[config.mk]
export PLATFORM = sky130hd
export DESIGN_NAME = fa_bist_ctrl
export DESIGN_NICKNAME = d
export VERILOG_FILES = /design/src/rtl/fa_bist_ctrl.sv
export SDC_FILE = /design/constraint.sdc
export NUM_CORES = 1
export LEC_CHECK = 0
export CORE_UTILIZATION = 54
export DETAILED_ROUTE_END_ITERATION = 7
export MAX_ROUTING_LAYER = met4
export PLACE_DENSITY = 0.91
export REMOVE_ABC_BUFFERS = 1
export SLEW_MARGIN = 10
export SYNTH_ARGS = -nofsm -noshare
export SYNTH_HDL_FRONTEND = slang
export SYNTH_SLANG_ARGS = --single-unit
[constraint.sdc]
create_clock -name clk -period 4.51 [get_ports clk]
set_input_delay 0.902 -clock clk [delete_from_list [all_inputs] [get_ports clk]]
set_output_delay 0.902 -clock clk [all_outputs]
set_load 0.03 [all_outputs]
[src/rtl/fa_bist_ctrl.sv]
// BIST controller for a 1-bit full adder: steps all eight {a,b,cin} vectors,
// samples sum/carry after a settle time and reports pass, error count and first failure.
module fa_bist_ctrl #(
  parameter int unsigned SETTLE_CYCLES = 2,
  parameter int unsigned ERR_W         = 4
) (
  input  logic             clk,
  input  logic             rst_n,
  input  logic             start,
  output logic             a_o,
  output logic             b_o,
  output logic             c_o,
  input  logic             sum_i,
  input  logic             carry_i,
  output logic             busy,
  output logic             done,
  output logic             pass,
  output logic [ERR_W-1:0] err_cnt,
  output logic [2:0]       first_fail_vec,
  output logic             first_fail_valid
);

  localparam int unsigned CNT_W = (SETTLE_CYCLES > 1) ? $clog2(SETTLE_CYCLES) : 1;
  localparam logic [CNT_W-1:0] CNT_LAST = CNT_W'(SETTLE_CYCLES - 1);

  typedef enum logic [1:0] {
    S_IDLE,
    S_SETTLE,
    S_CHECK,
    S_FINISH
  } state_t;

  state_t           r_state;
  state_t           w_next;
  logic [CNT_W-1:0] r_cnt;
  logic [2:0]       r_vec;
  logic [ERR_W-1:0] r_err;
  logic [ERR_W-1:0] w_err_next;
  logic [2:0]       r_ff_vec;
  logic             r_ff_valid;
  logic             r_pass;
  logic             w_exp_sum;
  logic             w_exp_carry;
  logic             w_mismatch;

  assign w_exp_sum   = r_vec[2] ^ r_vec[1] ^ r_vec[0];
  assign w_exp_carry = (r_vec[2] & r_vec[1]) | (r_vec[2] & r_vec[0]) | (r_vec[1] & r_vec[0]);
  assign w_mismatch  = (r_state == S_CHECK) &&
                       ((sum_i != w_exp_sum) || (carry_i != w_exp_carry));
  assign w_err_next  = (w_mismatch && (r_err != '1)) ? r_err + ERR_W'(1) : r_err;

  always_ff @(posedge clk or negedge rst_n) begin
    if (!rst_n) begin
      r_state <= S_IDLE;
    end else begin
      r_state <= w_next;
    end
  end

  always_comb begin
    w_next = r_state;
    busy   = 1'b0;
    done   = 1'b0;
    a_o    = 1'b0;
    b_o    = 1'b0;
    c_o    = 1'b0;
    case (r_state)
      S_IDLE: begin
        if (start) w_next = S_SETTLE;
      end
      S_SETTLE: begin
        busy = 1'b1;
        {a_o, b_o, c_o} = r_vec;
        if (r_cnt == CNT_LAST) w_next = S_CHECK;
      end
      S_CHECK: begin
        busy = 1'b1;
        {a_o, b_o, c_o} = r_vec;
        w_next = (r_vec == 3'd7) ? S_FINISH : S_SETTLE;
      end
      S_FINISH: begin
        busy   = 1'b1;
        done   = 1'b1;
        w_next = S_IDLE;
      end
      default: w_next = S_IDLE;
    endcase
  end

  always_ff @(posedge clk or negedge rst_n) begin
    if (!rst_n) begin
      r_cnt      <= '0;
      r_vec      <= '0;
      r_err      <= '0;
      r_ff_vec   <= '0;
      r_ff_valid <= 1'b0;
      r_pass     <= 1'b0;
    end else begin
      case (r_state)
        S_IDLE: begin
          if (start) begin
            r_cnt      <= '0;
            r_vec      <= '0;
            r_err      <= '0;
            r_ff_vec   <= '0;
            r_ff_valid <= 1'b0;
            r_pass     <= 1'b0;
          end
        end
        S_SETTLE: begin
          if (r_cnt != CNT_LAST) r_cnt <= r_cnt + 1'b1;
        end
        S_CHECK: begin
          r_err <= w_err_next;
          if (w_mismatch && !r_ff_valid) begin
            r_ff_vec   <= r_vec;
            r_ff_valid <= 1'b1;
          end
          // pass is loaded on entry to FINISH so it is already valid alongside done
          if (r_vec == 3'd7) begin
            r_pass <= (w_err_next == '0);
          end else begin
            r_vec <= r_vec + 3'd1;
            r_cnt <= '0;
          end
        end
        default: ;
      endcase
    end
  end

  assign pass             = r_pass;
  assign err_cnt          = r_err;
  assign first_fail_vec   = r_ff_vec;
  assign first_fail_valid = r_ff_valid;

endmodule

==> flow_summary.ini, run 1 <==
[clock_tree]
cts_setup_buffers = 0
ctsResizeCount = 0
root_buffer = clkbuf_4
insertion_delay_ns = 0.28
cts-hold-fix-buffers = 0
clk_pin_slew_ns = 0.09
cts_tree = built
cts_buffers = 3
cts_max_level = 1
clock_sinks = 15
cts_buffer_depth = 2

[synth]
synth_top_family_by_area = simple AND/OR/NAND/NOR gates
synth_adder_area_share = 0.124
syn_inst = 111
synth-main-ff-cell = dfrtp_1
syn_area_per_cell_um2 = 8.75
muxShareOfSynthArea = 0.0219
synth-compound-area-share = 0.180
yosys_warnings = 0
synth_cell_types = 28
syn_area_um2 = 971
synth_edf_count = 0
synth_seq_cells = 15
synthSimpleGateAreaFrac = 0.223
async_reset_ff_frac = 1.00
ys_seq_area_frac = 0.387
synth_xor_area_frac = 0.0180

[global_route]
grt_pass1_vias = 811
grt-ovfl-total = 0
antenna_found_initial = 0
grt_max_degree = 16
grt_use_total = 0.265
grt_pass1_wl_um = 3580

[timing]
worst_clock_skew_ns = 0.00278
max_freq_mhz = 352
slew_headroom = 0.509
worstMarginPinSlew_ns = 0.735
setup_slack_ns = 1.67
report.final.hold_viol_count = 0
rsz0062_at_grt = no
period_needed_ns = 2.84
drv_slew = 0
finalSetupTns_ns = 0
fin_crit_sh = 0.630
finalSetupViolations = 0

[setup_path]
rr_startpoint = r_vec[0]$_DFFE_PN0P_
worstPathArrival_ns = 1.94
slowest_delay_ns = 0.67
end_kind = primary output
path_max_fanout = 4
slowest_stage = clkdlybuf4s50_1
critical_path_required_ns = 3.61
critPathKind = reg2out
crit_chain = inv_1, ha_1, and2_1, clkdlybuf4s50_1
critPathLaunchType = flop
startpoint = r_state[0]$_DFFE_PN0P_

[power_and_ir_drop]
power.density_nw_per_um2 = 702
leakagePower_nw = 0.515
ir_drop_v = 0.000466

[detailed_routing]
vias = 872
ant_nets = 0
drtIter0Drc = 16
routed_wirelength_um = 2130
drcViolationCount = 0
drt_first_pass_iters = 4
viasPerCell = 5.66
wl_per_cell_um = 13.8

[floorplan]
die_h_um = 44.4
dieWidth_um = 44.4
rows = 14
pin_count = 19
core_area_um2 = 1590
die_area_um2 = 1970
start_util = 0.609

[run_status]
outcome = finished, final reports clean

[placed_design]
hpwlAfterDp_um = 1560
pre_cts_ws_ns = 1.80
place_area_um2 = 1170
io_buffers = 18
place.gp.congestion = 0.811

[layout]
fin_nets = 145
drive_gt1_frac = 0.0385
antenna_cells = 0
stdcell_area_um2 = 1200
area_growth_pct = 23.2
fill_cells = 119

[worst_hold_path]
hold_start = pass$_DFFE_PN0P_
hold_path.class = reg2reg

[run]
max_cap_violations = 0
routing by layer:
metal / wire [µm] / track usage / up-vias
met5: 0 / - / -
met4: 44 / 0.145 / 0
met3: 84 / 0.0531 / 6
met2: 1070 / 0.421 / 28
met1: 928 / 0.315 / 412
li1: - / - / 426
area by class of cell:
type / instances / area (µm²) / area share
clock buffers: 4 / 26.3 / 0.0220
repair buffers: 18 / 180 / 0.151
inverters: 9 / 33.8 / 0.0282
multi-input cells: 84 / 551 / 0.460
well taps: 24 / 30.0 / 0.0251
flip-flops and latches: 15 / 375 / 0.314
kinds of logic after synthesis:
logic type / count (synthesis)
AND/OR/NAND/NOR: 45
XOR/XNOR: 2
multiplexers: 2
flip-flops: 15
buffers and inverters: 12
adder cells (fa/ha/maj): 9
AO/OA/AOI/OAI: 26
critical path: cells and delay by family, from the launching register on:
family	cells	cell delay (ns)
flops	1	0.42
buf+inv	2	0.78
fa+ha+maj	1	0.32
simple gates	1	0.13
report_power, final:
group	switching [mW]	leakage (nW)	internal (mW)
Sequential	0.0656	0.199	0.182
Clock	0.0432	0.0150	0.0343
Combinational	0.315	0.302	0.200
Total	0.423	0.515	0.417
state kept, by name, indices dropped and copies added, names as in the netlist:
register / cells
r_state: 2
first_fail_vec: 3
err_cnt: 4
pass: 1
r_cnt: 1
first_fail_valid: 1
r_vec: 3
stage by stage:
step | std cells | hold WS [ns] | power, mW | util
final | 154 | 0.530 | 0.840 | 0.750
after detailed placement | 150 | 0.514 | 0.758 | 0.734
after floorplan | 108 | 0.500 | 0.589 | -
after global routing | 154 | 0.594 | 0.904 | 0.750
after global placement | 150 | 0.505 | 0.736 | 0.734
after CTS | 154 | 0.531 | 0.839 | 0.750
placed cells by master, fill, tap and decap left out:
cell	count
mux2i_1	1
nand3_1	7
nor2b_1	2
dfrtp_1	15
clkbuf_4	3
nor3_1	1
or4_1	2
a211o_1	1
a211oi_1	2
nor3b_1	2
a31oi_1	1
a22oi_1	2
a21oi_1	5
o211ai_1	5
ha_1	8
xor2_1	2
fa_1	1
o31ai_1	1
o21ai_0	7
and2_1	3
and3_1	2
a211o_4	1
clkdlybuf4s50_1	18
nand2_1	18
mux2_2	1
inv_1	9
clkbuf_1	1
nor2_1	6
or3_1	2
o21bai_1	1
cell usage after synthesis (2+ instances only):
| library cell | instances | share of area |
|---|---|---|
| or4_1 | 2 | 0.015 |
| or3_1 | 2 | 0.013 |
| nor2b_1 | 2 | 0.013 |
| o21ai_0 | 7 | 0.036 |
| o211ai_1 | 5 | 0.039 |
| dfrtp_1 | 15 | 0.39 |
| and3_1 | 2 | 0.013 |
| inv_1 | 9 | 0.035 |
| a211oi_1 | 2 | 0.015 |
| a22oi_1 | 2 | 0.015 |
| ha_1 | 8 | 0.10 |
| a21oi_1 | 5 | 0.026 |
| clkbuf_1 | 3 | 0.012 |
| and2_1 | 3 | 0.019 |
| xor2_1 | 2 | 0.018 |
| nor3b_1 | 2 | 0.015 |
| nand3_1 | 7 | 0.036 |
| nor2_1 | 6 | 0.023 |
| nand2_1 | 18 | 0.070 |
final timing paths:
path	slack (ns)	cells after the start	endpoint
max in group asynchronous	3.06	1	r_state[1]$_DFFE_PN0P_
max reg2reg	2.18	6	err_cnt[3]$_DFFE_PN0P_
min in group asynchronous	1.02	1	first_fail_vec[2]$_DFFE_PN0P_
max	1.67	4	c_o
min reg2reg	0.53	2	pass$_DFFE_PN0P_
min	0.53	2	pass$_DFFE_PN0P_
No activity file was read; power rests on OpenSTA's default activity.
==> inputs of run 2 (changes only) <==
- CORE_UTILIZATION: 54 -> 50
- PLACE_DENSITY: 0.91 -> 0.86
- clock period: 4.51 -> 2.75 ns (I/O delays scaled with it)
==> flow_summary.ini, run 2 (synthesized netlist as in run 1, its figures left out) <==
[run_status]
outcome = finished, final reports clean

[timing]
finalSetupTns_ns = 0
worstMarginPinSlew_ns = 0.725
finalSetupViolations = 0
whs_ns = 0.531
drv_slew = 0
slew_headroom = 0.515
max_freq_mhz = 400
report.final.hold_viol_count = 0
fin_crit_sh = 0.908
period_needed_ns = 2.50
worst_clock_skew_ns = 0.00210
rsz0062_at_grt = no

[detailed_routing]
routed_wirelength_um = 2300
ant_nets = 0
drtIter0Drc = 21
drt_first_pass_iters = 5
viasPerCell = 5.73
drcViolationCount = 0
wl_per_cell_um = 14.6
vias = 905

[setup_path]
critPathKind = reg2out
crit_chain = inv_1, ha_1, and2_1, clkdlybuf4s50_1
slowest_delay_ns = 0.67
path_max_fanout = 5
r2r_slack_ns = 0.45
critical_path_required_ns = 2.20
critPathLaunchType = flop
end_kind = primary output
worstPathArrival_ns = 1.95
slowest_stage = clkdlybuf4s50_1
rr_startpoint = r_vec[0]$_DFFE_PN0P_
startpoint = r_state[1]$_DFFE_PN0P_

[layout]
finalNonFillerCells = 158
final_cell_mix = 18 x nand2_1, 18 x clkdlybuf4s50_1, 15 x dfrtp_1
fin_nets = 148
post-route-util = 0.691
antenna_cells = 0
area_growth_pct = 25.6
largest_reg_flops = 4
drive_gt1_frac = 0.0602
fill_cells = 146

[global_route]
grt_use_total = 0.261
grt-ovfl-total = 0
grt_pass1_vias = 857
antenna_found_initial = 0
grt_pass1_wl_um = 3770
grt_max_degree = 16

[clock_tree]
cts_max_level = 1
clock_sinks = 15
root_buffer = clkbuf_4
insertion_delay_ns = 0.28
cts_setup_buffers = 0
cts_buffers = 3
ctsResizeCount = 0
cts-hold-fix-buffers = 0
cts_buffer_depth = 2
clk_pin_slew_ns = 0.09
cts_tree = built

[floorplan]
pin_count = 19
dieWidth_um = 46.1
die_area_um2 = 2120
core_area_um2 = 1760
start_util = 0.550
rows = 15
die_h_um = 46.1

[worst_hold_path]
hold_path.class = reg2reg
hold_start = pass$_DFFE_PN0P_

[placed_design]
hpwlAfterDp_um = 1680
place.gp.congestion = 0.906
dp_cells = 154
io_buffers = 18

[power_and_ir_drop]
leakagePower_nw = 0.531
power.density_nw_per_um2 = 1160
ir_drop_v = 0.000641
power_mw = 1.42

[run]
max_cap_violations = 0
-- run 2: per-stage QoR --
stage / instance area [µm²] / worst slack (ns)
2_1_floorplan: 960 / 0.598
3_3_place_gp: 1190 / 0.551
3_5_place_dp: 1190 / 0.479
4_1_cts: 1220 / 0.245
5_1_grt: 1220 / 0.167
6_report: 1220 / 0.252
-- run 2: power by group --
part,internal [mW],total (mW),switching [mW],leakage (nW)
clock,0.0562,0.124,0.0676,0.0150
combinational,0.355,0.888,0.532,0.317
sequential,0.299,0.405,0.105,0.199
-- run 2: final cells by class --
type	instances	area, µm²	share of cell area
Multi-Input combinational cell	84	551	0.451
Sequential cell	15	375	0.308
Timing Repair Buffer	21	203	0.166
Inverter	9	33.8	0.0277
Tap cell	25	31.3	0.0256
Clock buffer	4	26.3	0.0215
-- run 2: routing by layer --
layer	wire [µm]	vias up	global-route usage
met2	1150	30	0.428
met5	0	-	-
li1	-	432	-
met4	37	0	0.106
met1	1020	434	0.330
met3	102	9	0.0235
-- run 2: critical path: cells and delay by family, from the launching register on --
kind                     cells  cell delay (ns)
buffers and inverters        2             0.78
flip-flops                   1             0.43
AND/OR/NAND/NOR              1             0.13
adder cells (fa/ha/maj)      1             0.33
-- run 2: worst paths after layout --
path | to | cells after the start
worst min register to register | pass$_DFFE_PN0P_ | 2
worst max-delay path | c_o | 4
worst min-delay path | pass$_DFFE_PN0P_ | 2
worst max register to register | err_cnt[3]$_DFFE_PN0P_ | 6
max in group asynchronous | err_cnt[0]$_DFFE_PN0P_ | 1
min in group asynchronous | r_vec[1]$_DFFE_PN0P_ | 1
